==> src/rtl/sprite_pkg.sv <==
// sprite_pkg: shared raster/sprite defaults, FSM encoding and clamp helper
package sprite_pkg;
   localparam int DEF_SCREEN_W   = 640;
   localparam int DEF_SCREEN_H   = 480;
   localparam int DEF_SPRITE_WID = 40;
   localparam int DEF_SPRITE_HGT = 40;
   typedef enum logic [1:0] {IDLE, STEP_X, STEP_Y, COMMIT} state_t;
   function automatic logic [10:0] clamp(input logic [10:0] v, input logic [10:0] mx);
      return (v > mx) ? mx : v;
   endfunction
endpackage

==> src/rtl/sprite_axis_step.sv <==
// sprite_axis_step: one-axis bounded step with reflection at 0 and max
module sprite_axis_step (
   input  logic [10:0] pos,
   input  logic        dir,
   input  logic [3:0]  spd,
   input  logic [10:0] max,
   output logic [9:0]  new_pos,
   output logic        new_dir,
   output logic        bounce
);
   logic [10:0] sum;
   logic        over, under;
   // Saturate at the travel limits and reverse direction when a limit is crossed
   always_comb begin
      sum     = pos + 11'(spd);
      over    = !dir && (sum > max);
      under   = dir && (pos < 11'(spd));
      bounce  = over || under;
      new_dir = bounce ? ~dir : dir;
      new_pos = 10'(over ? max : under ? 11'd0 : dir ? pos - 11'(spd) : sum);
   end
endmodule

==> src/rtl/sprite_motion_ctrl.sv <==
// sprite_motion_ctrl: per-frame sprite motion with edge bounce, load and commit
module sprite_motion_ctrl import sprite_pkg::*; #(
   parameter int SCREEN_W   = DEF_SCREEN_W,
   parameter int SCREEN_H   = DEF_SCREEN_H,
   parameter int SPRITE_WID = DEF_SPRITE_WID,
   parameter int SPRITE_HGT = DEF_SPRITE_HGT,
   parameter int START_X    = 300,
   parameter int START_Y    = 220
) (
   input  logic       CLK,
   input  logic       RESET,
   input  logic [9:0] RASTER_X,
   input  logic [8:0] RASTER_Y,
   input  logic       ENABLE,
   input  logic       SHOW,
   input  logic [3:0] SPEED_X,
   input  logic [3:0] SPEED_Y,
   input  logic       LOAD,
   input  logic [9:0] LOAD_X,
   input  logic [8:0] LOAD_Y,
   output logic [9:0] SPRITE_ORIGIN_OFFSET_X,
   output logic [8:0] SPRITE_ORIGIN_OFFSET_Y,
   output logic       VISIBLE,
   output logic       FRAME_TICK,
   output logic       BOUNCE_X,
   output logic       BOUNCE_Y,
   output logic       BUSY
);
   localparam logic [10:0] MAX_X = 11'(SCREEN_W - SPRITE_WID);
   localparam logic [10:0] MAX_Y = 11'(SCREEN_H - SPRITE_HGT);
   state_t      state, nxt;
   logic        eof_q, eof_raw, eof, sel_y, step_en;
   logic [9:0]  pos_x;
   logic [8:0]  pos_y;
   logic        dir_x, dir_y;
   logic [10:0] s_pos, s_max;
   logic [3:0]  s_spd;
   logic        s_dir, n_dir, n_bnc;
   logic [9:0]  n_pos;
   assign eof_raw = (RASTER_X == 10'(SCREEN_W - 1)) && (RASTER_Y == 9'(SCREEN_H - 1));
   assign eof     = eof_raw && !eof_q;
   assign BUSY    = (state != IDLE);
   // Next state; a load during a step aborts the frame, eof is only honoured in IDLE
   always_comb begin
      nxt = (LOAD && (state == STEP_X || state == STEP_Y)) ? IDLE :
            (state == IDLE)   ? (eof ? STEP_X : IDLE) :
            (state == STEP_X) ? STEP_Y :
            (state == STEP_Y) ? COMMIT : IDLE;
   end
   // Route the active axis into the shared step unit
   always_comb begin
      sel_y   = (state == STEP_Y);
      step_en = ENABLE && !LOAD && (state == STEP_X || state == STEP_Y);
      s_pos   = sel_y ? {2'b0, pos_y} : {1'b0, pos_x};
      s_dir   = sel_y ? dir_y : dir_x;
      s_spd   = sel_y ? SPEED_Y : SPEED_X;
      s_max   = sel_y ? MAX_Y : MAX_X;
   end
   sprite_axis_step u_step (
      .pos     (s_pos),
      .dir     (s_dir),
      .spd     (s_spd),
      .max     (s_max),
      .new_pos (n_pos),
      .new_dir (n_dir),
      .bounce  (n_bnc)
   );
   // State, working position, pulses and committed outputs
   always_ff @(posedge CLK or negedge RESET) begin
      if (!RESET) begin
         state                  <= IDLE;
         eof_q                  <= 1'b0;
         pos_x                  <= 10'(START_X);
         pos_y                  <= 9'(START_Y);
         dir_x                  <= 1'b0;
         dir_y                  <= 1'b0;
         SPRITE_ORIGIN_OFFSET_X <= 10'(START_X);
         SPRITE_ORIGIN_OFFSET_Y <= 9'(START_Y);
         VISIBLE                <= 1'b0;
         FRAME_TICK             <= 1'b0;
         BOUNCE_X               <= 1'b0;
         BOUNCE_Y               <= 1'b0;
      end else begin
         state      <= nxt;
         eof_q      <= eof_raw;
         FRAME_TICK <= 1'b0;
         BOUNCE_X   <= 1'b0;
         BOUNCE_Y   <= 1'b0;
         if (LOAD) begin
            pos_x <= 10'(clamp({1'b0, LOAD_X}, MAX_X));
            pos_y <= 9'(clamp({2'b0, LOAD_Y}, MAX_Y));
         end else if (step_en && sel_y) begin
            pos_y    <= 9'(n_pos);
            dir_y    <= n_dir;
            BOUNCE_Y <= n_bnc;
         end else if (step_en) begin
            pos_x    <= n_pos;
            dir_x    <= n_dir;
            BOUNCE_X <= n_bnc;
         end
         if (state == COMMIT) begin
            SPRITE_ORIGIN_OFFSET_X <= pos_x;
            SPRITE_ORIGIN_OFFSET_Y <= pos_y;
            VISIBLE                <= SHOW;
            FRAME_TICK             <= 1'b1;
         end
      end
   end
endmodule

==> config.mk <==
export PLATFORM = sky130hd
export DESIGN_NAME = sprite_motion_ctrl
export DESIGN_NICKNAME = d
export VERILOG_FILES = /design/src/rtl/sprite_pkg.sv /design/src/rtl/sprite_axis_step.sv /design/src/rtl/sprite_motion_ctrl.sv
export SDC_FILE = /design/constraint.sdc
export NUM_CORES = 1
export LEC_CHECK = 0
export CORE_AREA = 2 2 82 84
export CTS_CLUSTER_DIAMETER = 100
export DETAILED_ROUTE_END_ITERATION = 6
export DIE_AREA = 0 0 84 86
export MAX_ROUTING_LAYER = met4
export PLACE_DENSITY = 0.89
export REMOVE_ABC_BUFFERS = 1
export SLEW_MARGIN = 20
export SYNTH_ARGS = -nofsm -noshare
export SYNTH_HDL_FRONTEND = slang
export SYNTH_SLANG_ARGS = --single-unit
export TNS_END_PERCENT = 30
==> constraint.sdc <==
create_clock -name CLK -period 6.45 [get_ports CLK]
set_input_delay 0.9675 -clock CLK [delete_from_list [all_inputs] [get_ports CLK]]
set_output_delay 0.9675 -clock CLK [all_outputs]
set_load 0.005 [all_outputs]
* Yosys cells after proc, flatten, opt, wreduce, memory -nomap -nowiden
Cells that the tools add are included.
** Cells by class
- Add/sub/neg operators :: 2
- Order comparisons :: 4
- Equal/unequal tests :: 6
- Muxes and demuxes :: 26
- Bitwise gates (word level) :: 3
- Reduce and logical (&&, ||, !) cells :: 20
** Operators with widths (number)
- $mux 10 :: 9
- $mux 9 :: 3
- $add 10x4->11 :: 1
- $gt 11x10->1 :: 1
- $eq 10x10->1 const B :: 1
- $gt 10x10->1 const B :: 1
- $lt 10x4->1 :: 1
- $sub 10x4->10 :: 1
- $eq 9x9->1 const B :: 1
- $gt 9x9->1 const B :: 1
- $mux 1 :: 9
- $logic_and 1x1->1 :: 8
- $mux 2 :: 4
- $reduce_bool 2->1 :: 3
- $eq 2x2->1 const B :: 2
- $mux 4 :: 1
- $reduce_and 2->1 :: 2
- $logic_not 1->1 :: 3
- $not 1->1 :: 3
- $reduce_and 3->1 :: 1
- $eq 2x1->1 const B :: 1
- $logic_not 2->1 :: 1
- $logic_or 1x1->1 :: 2
- $ne 2x2->1 const B :: 1
** Word-level totals
- Bits in registers :: 47
- Bits of input ports :: 51

* Depth between registers and ports, before layout
- Word-level depth :: 9
- Depth in mapped cells :: 21
- Depth with buffers taken out :: 18

* Hierarchy
A second synthesis with hierarchy kept.
** Unflattened totals
- Cells, all modules :: 340
- Area, all modules :: 3459.6 µm²
** Modules (own cells, without submodules)
- sprite_motion_ctrl :: times used 1, cells an instance 187, area an instance 2292.2 µm², seq. area each 1198.6 µm²
- sprite_axis_step :: times used 1, cells an instance 153, area an instance 1167.4 µm², seq. area each 0.0 µm²

* Worst setup path after synthesis
No wires, ideal clock.
- Kind :: reg2reg
- Start point :: register state[0]
- End point :: register pos_y[2]
- Setup time :: 0.073 ns
- Arrival time :: 4.630 ns
- Data required time :: 6.377 ns
- Setup slack :: 1.747 ns
- Stages on the path, launching flop included :: 21
- Clock period less this slack :: 4.703 ns
- Path through :: dfrtp_1 inv_1 ha_1 buf_2 buf_2 buf_1 mux2_2 ha_1 inv_1 fa_1 nand2b_1 a21oi_2 a21boi_0 xnor2_1 ha_1 a21oi_1 o21ai_0 a211oi_2 nor3_2 or4_1 a21oi_1
** Between the ends
- Longest elaborated chain between the ends :: 8
- Elaborated cells on any way between the ends :: 22
** RTL lines
- from (decl) :: line sprite_motion_ctrl.sv:31 : state_t state, nxt;
- from (signal assigned) :: line sprite_motion_ctrl.sv:84 : state <= nxt;
- $eq 2x2->1 :: line sprite_motion_ctrl.sv:52, sprite_motion_ctrl.sv:53
- $mux 10 or $mux 4 (tied branches) :: line sprite_motion_ctrl.sv:54, sprite_motion_ctrl.sv:56
- $add 10x4->11 (tied with other cells) :: line sprite_axis_step.sv:15 : sum = pos + 11'(spd);
- $gt 11x10->1 (tied with other cells) :: line sprite_axis_step.sv:16 : over = !dir && (sum > max);
- $logic_and 1x1->1 or $mux 10 (tied branches) :: line sprite_axis_step.sv:16, sprite_axis_step.sv:20
- $mux 10 :: line sprite_axis_step.sv:20 : new_pos = 10'(over ? max : under ? 11'd0 : dir ? pos - 11'(spd) : sum);
- $mux 9 :: line sprite_motion_ctrl.sv:92 : end else if (step_en && sel_y) begin
- $mux 9 :: line sprite_motion_ctrl.sv:89 : if (LOAD) begin
- to (signal assigned) :: line sprite_motion_ctrl.sv:74 : pos_y <= 9'(START_Y);
- to (signal assigned) :: line sprite_motion_ctrl.sv:91 : pos_y <= 9'(clamp({2'b0, LOAD_Y}, MAX_Y));
- to (signal assigned) :: line sprite_motion_ctrl.sv:93 : pos_y <= 9'(n_pos);
- to (decl) :: line sprite_motion_ctrl.sv:34 : logic [8:0] pos_y;
Parallel ways exist; a longest one is shown, timed or not. The select of a mux whose other input is x is not followed.
A chain may end at the register's enable or synchronous reset.

* Worst setup path after layout
- Start point :: register state[0]
- End point :: register pos_y[1]
The elaborated chain is that of the path after synthesis.

==> results summary <==
The antenna diode count came out at 0. The routing usage on met1 is 30.0%. Pin placement for this block handled 75 I/O pins. The clock skew is between 0.009 and 0.01 ns. For the pin with the worst max-slew slack, the measured transition is 0.958 ns. The register-to-register setup slack came out at 1.67 ns. The clock sink total is 47. The total CTS buffers is 5. The cell type with the highest aggregate area in the netlist is sky130_fd_sc_hd__dfrtp_1. The buffer count from post-CTS setup fixing came out at 0. The kind of cell with the highest combined delay along the critical path is compound AO/OA/AOI/OAI gates. The count of antenna-violating nets left after detailed routing is 0. STA classifies the critical path startpoint as a flop. The via count of the first global-routing pass is 2895. The routed length per placed instance came out at 17.8 µm.

The number of antenna violations at the first check in global routing is 0. The share of the synthesized area in the top cell type came out at 23.4%. The worst slew slack as a fraction of its limit is between 30 and 40%.

The number of enable-type register cells in the synthesized netlist came out at 0. The setup slack after placement came out at between 1 and 1.5 ns. The floorplan step defined a die boundary enclosing 7220 µm². The share of synthesized area occupied by flip-flops and latches came out at about 39%. After clock tree synthesis, the clock-pin slew on the worst setup and hold paths is 0.09 ns.

The remaining design rule violation count is 0. In the synthesized netlist, the number of instances is 321. After global routing, the most crowded layer is met2. No sink is reached through more buffers than the 2 on the longest clock path. The largest incremental delay on the critical path is ~0.57 ns. The worst-case vdd ir drop came out at 0.166 mV. The starting density of the core is 49.3%. The number of endpoints with negative hold slack in the final report came out at 0. TritonCTS built the clock tree. The total congestion overflow after global routing came out at 0. The global-route wire length before repair is approximately 14000 µm. STA classifies the critical path endpoint as a flop. Among all flip-flop cells after synthesis, the most frequent one is sky130_fd_sc_hd__dfrtp_1. Dividing the final minimum period by the clock period gives between 70% and 80%. The pin count of the biggest net entering global routing is 48. The most critical setup path has its startpoint at state[0]$_DFF_PN0_. Counting the fill cells in the layout gives 490. The critical path runs through a total of 17 cells. The mean number of vias per cell is slightly above 6. The number of buffers and inverters on the critical path is 3.

In this run the worst hold path is classified as reg -> reg. The reg-to-reg critical path endpoint is pos_y[1]$_DFFE_PN0P_. Setup repair after global routing left no endpoint under its margin. The count of buffers from port buffering is 74. The cell area after technology mapping is between 3000 and 4000 µm². The data arrival time of the critical path came out at 5.01 ns. In this run, the number of DRC markers left after iteration 0 of detailed routing was 169. The highest net fanout along the worst path came out at 29. The post-synthesis area per instance is 9.64 µm². The clock period minus final worst setup slack is 4.78 ns.

In the final timing run, aggregate negative setup slack is 0 ns. The required time reported for the critical path endpoint came out at 6.68 ns. The number of placement rows came out at 29.

The wire-length estimate of the detail-placed layout is 6420 µm. The worst hold path begins at SPRITE_ORIGIN_OFFSET_X[7]$_DFFE_PN0P_. For this design, the CTS-stage hold fixing added 0 buffers. The ratio of cells with drive above 1 in the final layout is 16.2%. The static leakage is about 1.6 nW. For this run, the detailed router's first-pass iteration total came to 5.

Walking the worst path, the cells encountered are inv_1, ha_1, buf_4, mux2_2, inv_1, fa_1, nand2b_1, a21oi_2, a21boi_0, xnor2_1, ha_1, a21oi_1, o21ai_0, a211oi_2, nor3_2, or4_1, a21oi_1. The H-tree was split into 2 levels. The final net count came out at between 400 and 500. The number of maximum-capacitance constraint violations came out at 0. The flow ran to the end, and the final reports show no timing, DRC or antenna violations. Summing all multi-input logic gate instances after layout gives 1790 µm².

The area of the placeable core is between 6000 and 7000 µm². The worst reg-to-reg path cell count is 17. The smallest setup slack after layout is 1.67 ns. The final weighted congestion of routability-driven global placement came out at 0.924. Timing would allow up to 209 MHz.

The critical path is of the reg -> reg type. The die is 86 µm tall. The layout overhead on the synthesized area is 29.6%. The total of endpoints with negative setup slack in the final report is 0. The reg-to-reg startpoint is state[0]$_DFF_PN0_. The total routing usage reported by global routing is 24.3%. From left edge to right edge, the die measures ~84 µm. The buffer cell driving the clock tree root is sky130_fd_sc_hd__clkbuf_8. The final layout contains routed wiring with a total length of 8380 µm. The critical path endpoint is pos_y[1]$_DFFE_PN0P_. In this run, post-CTS repair resized a total of 0 instances.

The met3 track demand over resource came out at 4.23%. For this block, the via count after detailed routing is 2854. The insertion delay to the later sink of the worst-skew pair is 0.31 ns. In the global route stage, met2 resource usage came out at 39.9%. Yosys printed 0 warnings. The post-synthesis async set-or-reset flop share is 100%. In the final layout, flip-flops and latches occupy roughly 1200 µm². The worst hold-check slack is 0.513 ns. The slowest stage of the critical path is the sky130_fd_sc_hd__or4_1 cell. The number of max-slew violations in the final report is 0.

The count of unique library cells instantiated by Yosys is 54. The power per cell area came out at 196 nW/µm². In this run, synthesis produced a sequential element count of 47. Ranked by total cell area, the synthesized netlist is headed by sky130_fd_sc_hd__dfrtp_1 23%, sky130_fd_sc_hd__dfstp_2 15%, sky130_fd_sc_hd__mux2_2 11%.
-- registers in the layout, summed over array words and instances (netlist names), 2 cells and up --
name	count
pos_y	9
SPRITE_ORIGIN_OFFSET_X	10
SPRITE_ORIGIN_OFFSET_Y	9
state	2
pos_x	10
-- final cells by class --
class                           instances  area share, %
Clock inverter                          2          0.873
Timing Repair Buffer                   75           18.6
Clock buffer                            6           2.06
Tap cell                               77           2.40
Multi-Input combinational cell        248           44.7
Sequential cell                        47           29.9
Inverter                               16           1.50
-- cells by family (layout without fill, tap and decap cells) --
family | Yosys count | count (layout) | share of synthesized area [%]
compound gates | 82 | 82 | 16.9
xor+xnor | 14 | 14 | 3.96
fa+ha+maj | 18 | 18 | 7.76
buf+inv | 26 | 99 | 3.36
flops | 47 | 47 | 38.7
mux | 35 | 35 | 12.5
simple gates | 99 | 99 | 16.8
-- where the power goes --
group | leakage [nW] | switching (W) | internal (W) | total [W]
registers | 0.569 | 0.0000214 | 0.000316 | 0.000337
clock network | 0.0612 | 0.000102 | 0.000125 | 0.000227
logic | 1.00 | 0.000120 | 0.000101 | 0.000220
total | 1.63 | 0.000243 | 0.000542 | 0.000785
-- cells in the final DEF, fill, tap and decap left out, types with 3 or more instances in the layout --
master,count
sky130_fd_sc_hd__clkdlybuf4s50_1,73
sky130_fd_sc_hd__dfrtp_1,29
sky130_fd_sc_hd__mux2_2,29
sky130_fd_sc_hd__a21oi_1,29
sky130_fd_sc_hd__nor2_1,27
sky130_fd_sc_hd__nand2_1,22
sky130_fd_sc_hd__dfstp_2,18
sky130_fd_sc_hd__inv_1,16
sky130_fd_sc_hd__ha_1,16
sky130_fd_sc_hd__o21ai_0,13
sky130_fd_sc_hd__nand3_1,9
sky130_fd_sc_hd__xnor2_1,9
sky130_fd_sc_hd__mux2i_1,6
sky130_fd_sc_hd__or3_1,6
sky130_fd_sc_hd__a31oi_1,6
sky130_fd_sc_hd__clkbuf_8,6
sky130_fd_sc_hd__xor2_1,5
sky130_fd_sc_hd__o22ai_1,5
sky130_fd_sc_hd__nand2b_1,4
sky130_fd_sc_hd__nor4_1,4
sky130_fd_sc_hd__nor3_1,4
sky130_fd_sc_hd__a211oi_2,3
sky130_fd_sc_hd__nor2b_1,3
sky130_fd_sc_hd__nand4b_1,3
sky130_fd_sc_hd__o21ai_1,3
sky130_fd_sc_hd__o2111ai_1,3
sky130_fd_sc_hd__or4_1,3
-- through the flow --
step | std cells | instance area, µm² | utilization, % | power, W
after floorplan | 311 | 3050 | - | 0.000472
after global routing | 471 | 4010 | 63.9 | 0.000821
after CTS | 471 | 4010 | 63.9 | 0.000784
after global placement | 463 | 3890 | 62.0 | 0.000552
final | 471 | 4010 | 63.9 | 0.000785
after detailed placement | 463 | 3890 | 62.0 | 0.000560
-- layer usage --
| layer | wire length (µm) | share of wire (%) | vias to the layer above |
|---|---|---|---|
| li1 | - | - | 1319 |
| met1 | 3460 | 41 | 1362 |
| met2 | 4130 | 49 | 151 |
| met3 | 572 | 6.8 | 22 |
| met4 | 216 | 2.6 | 0 |
| met5 | 0 | 0 | - |
-- cell usage after synthesis, types with 3 or more instances --
library cell / number
sky130_fd_sc_hd__dfrtp_1: 29
sky130_fd_sc_hd__or4_1: 3
sky130_fd_sc_hd__o21ai_0: 13
sky130_fd_sc_hd__a211oi_2: 3
sky130_fd_sc_hd__dfstp_2: 18
sky130_fd_sc_hd__nand2_1: 22
sky130_fd_sc_hd__inv_1: 16
sky130_fd_sc_hd__nand4b_1: 3
sky130_fd_sc_hd__nor4_1: 4
sky130_fd_sc_hd__or3_1: 6
sky130_fd_sc_hd__o22ai_1: 5
sky130_fd_sc_hd__nor2_1: 27
sky130_fd_sc_hd__nor3_1: 4
sky130_fd_sc_hd__mux2i_1: 6
sky130_fd_sc_hd__o2111ai_1: 3
sky130_fd_sc_hd__mux2_2: 29
sky130_fd_sc_hd__nand2b_1: 4
sky130_fd_sc_hd__a31oi_1: 6
sky130_fd_sc_hd__a21oi_1: 29
sky130_fd_sc_hd__xnor2_1: 9
sky130_fd_sc_hd__nand3_1: 9
sky130_fd_sc_hd__nor2b_1: 3
sky130_fd_sc_hd__o21ai_1: 3
sky130_fd_sc_hd__xor2_1: 5
sky130_fd_sc_hd__ha_1: 16
sky130_fd_sc_hd__clkbuf_1: 5
-- how the worst min path moves through the flow --
stage | endpoint | slack [ns] | cells past startpoint
after global placement | SPRITE_ORIGIN_OFFSET_Y[5]$_DFFE_PN0P_ | 0.49 | 1
after detailed placement | SPRITE_ORIGIN_OFFSET_X[0]$_DFFE_PN0P_ | 0.49 | 1
after floorplan | dir_y$_DFFE_PN0P_ | 0.47 | 2
final | SPRITE_ORIGIN_OFFSET_X[7]$_DFFE_PN0P_ | 0.51 | 1
after CTS | SPRITE_ORIGIN_OFFSET_X[7]$_DFFE_PN0P_ | 0.52 | 1
after global routing | SPRITE_ORIGIN_OFFSET_Y[8]$_DFFE_PN0P_ | 0.53 | 1
Power figures use the tool's default switching activity.
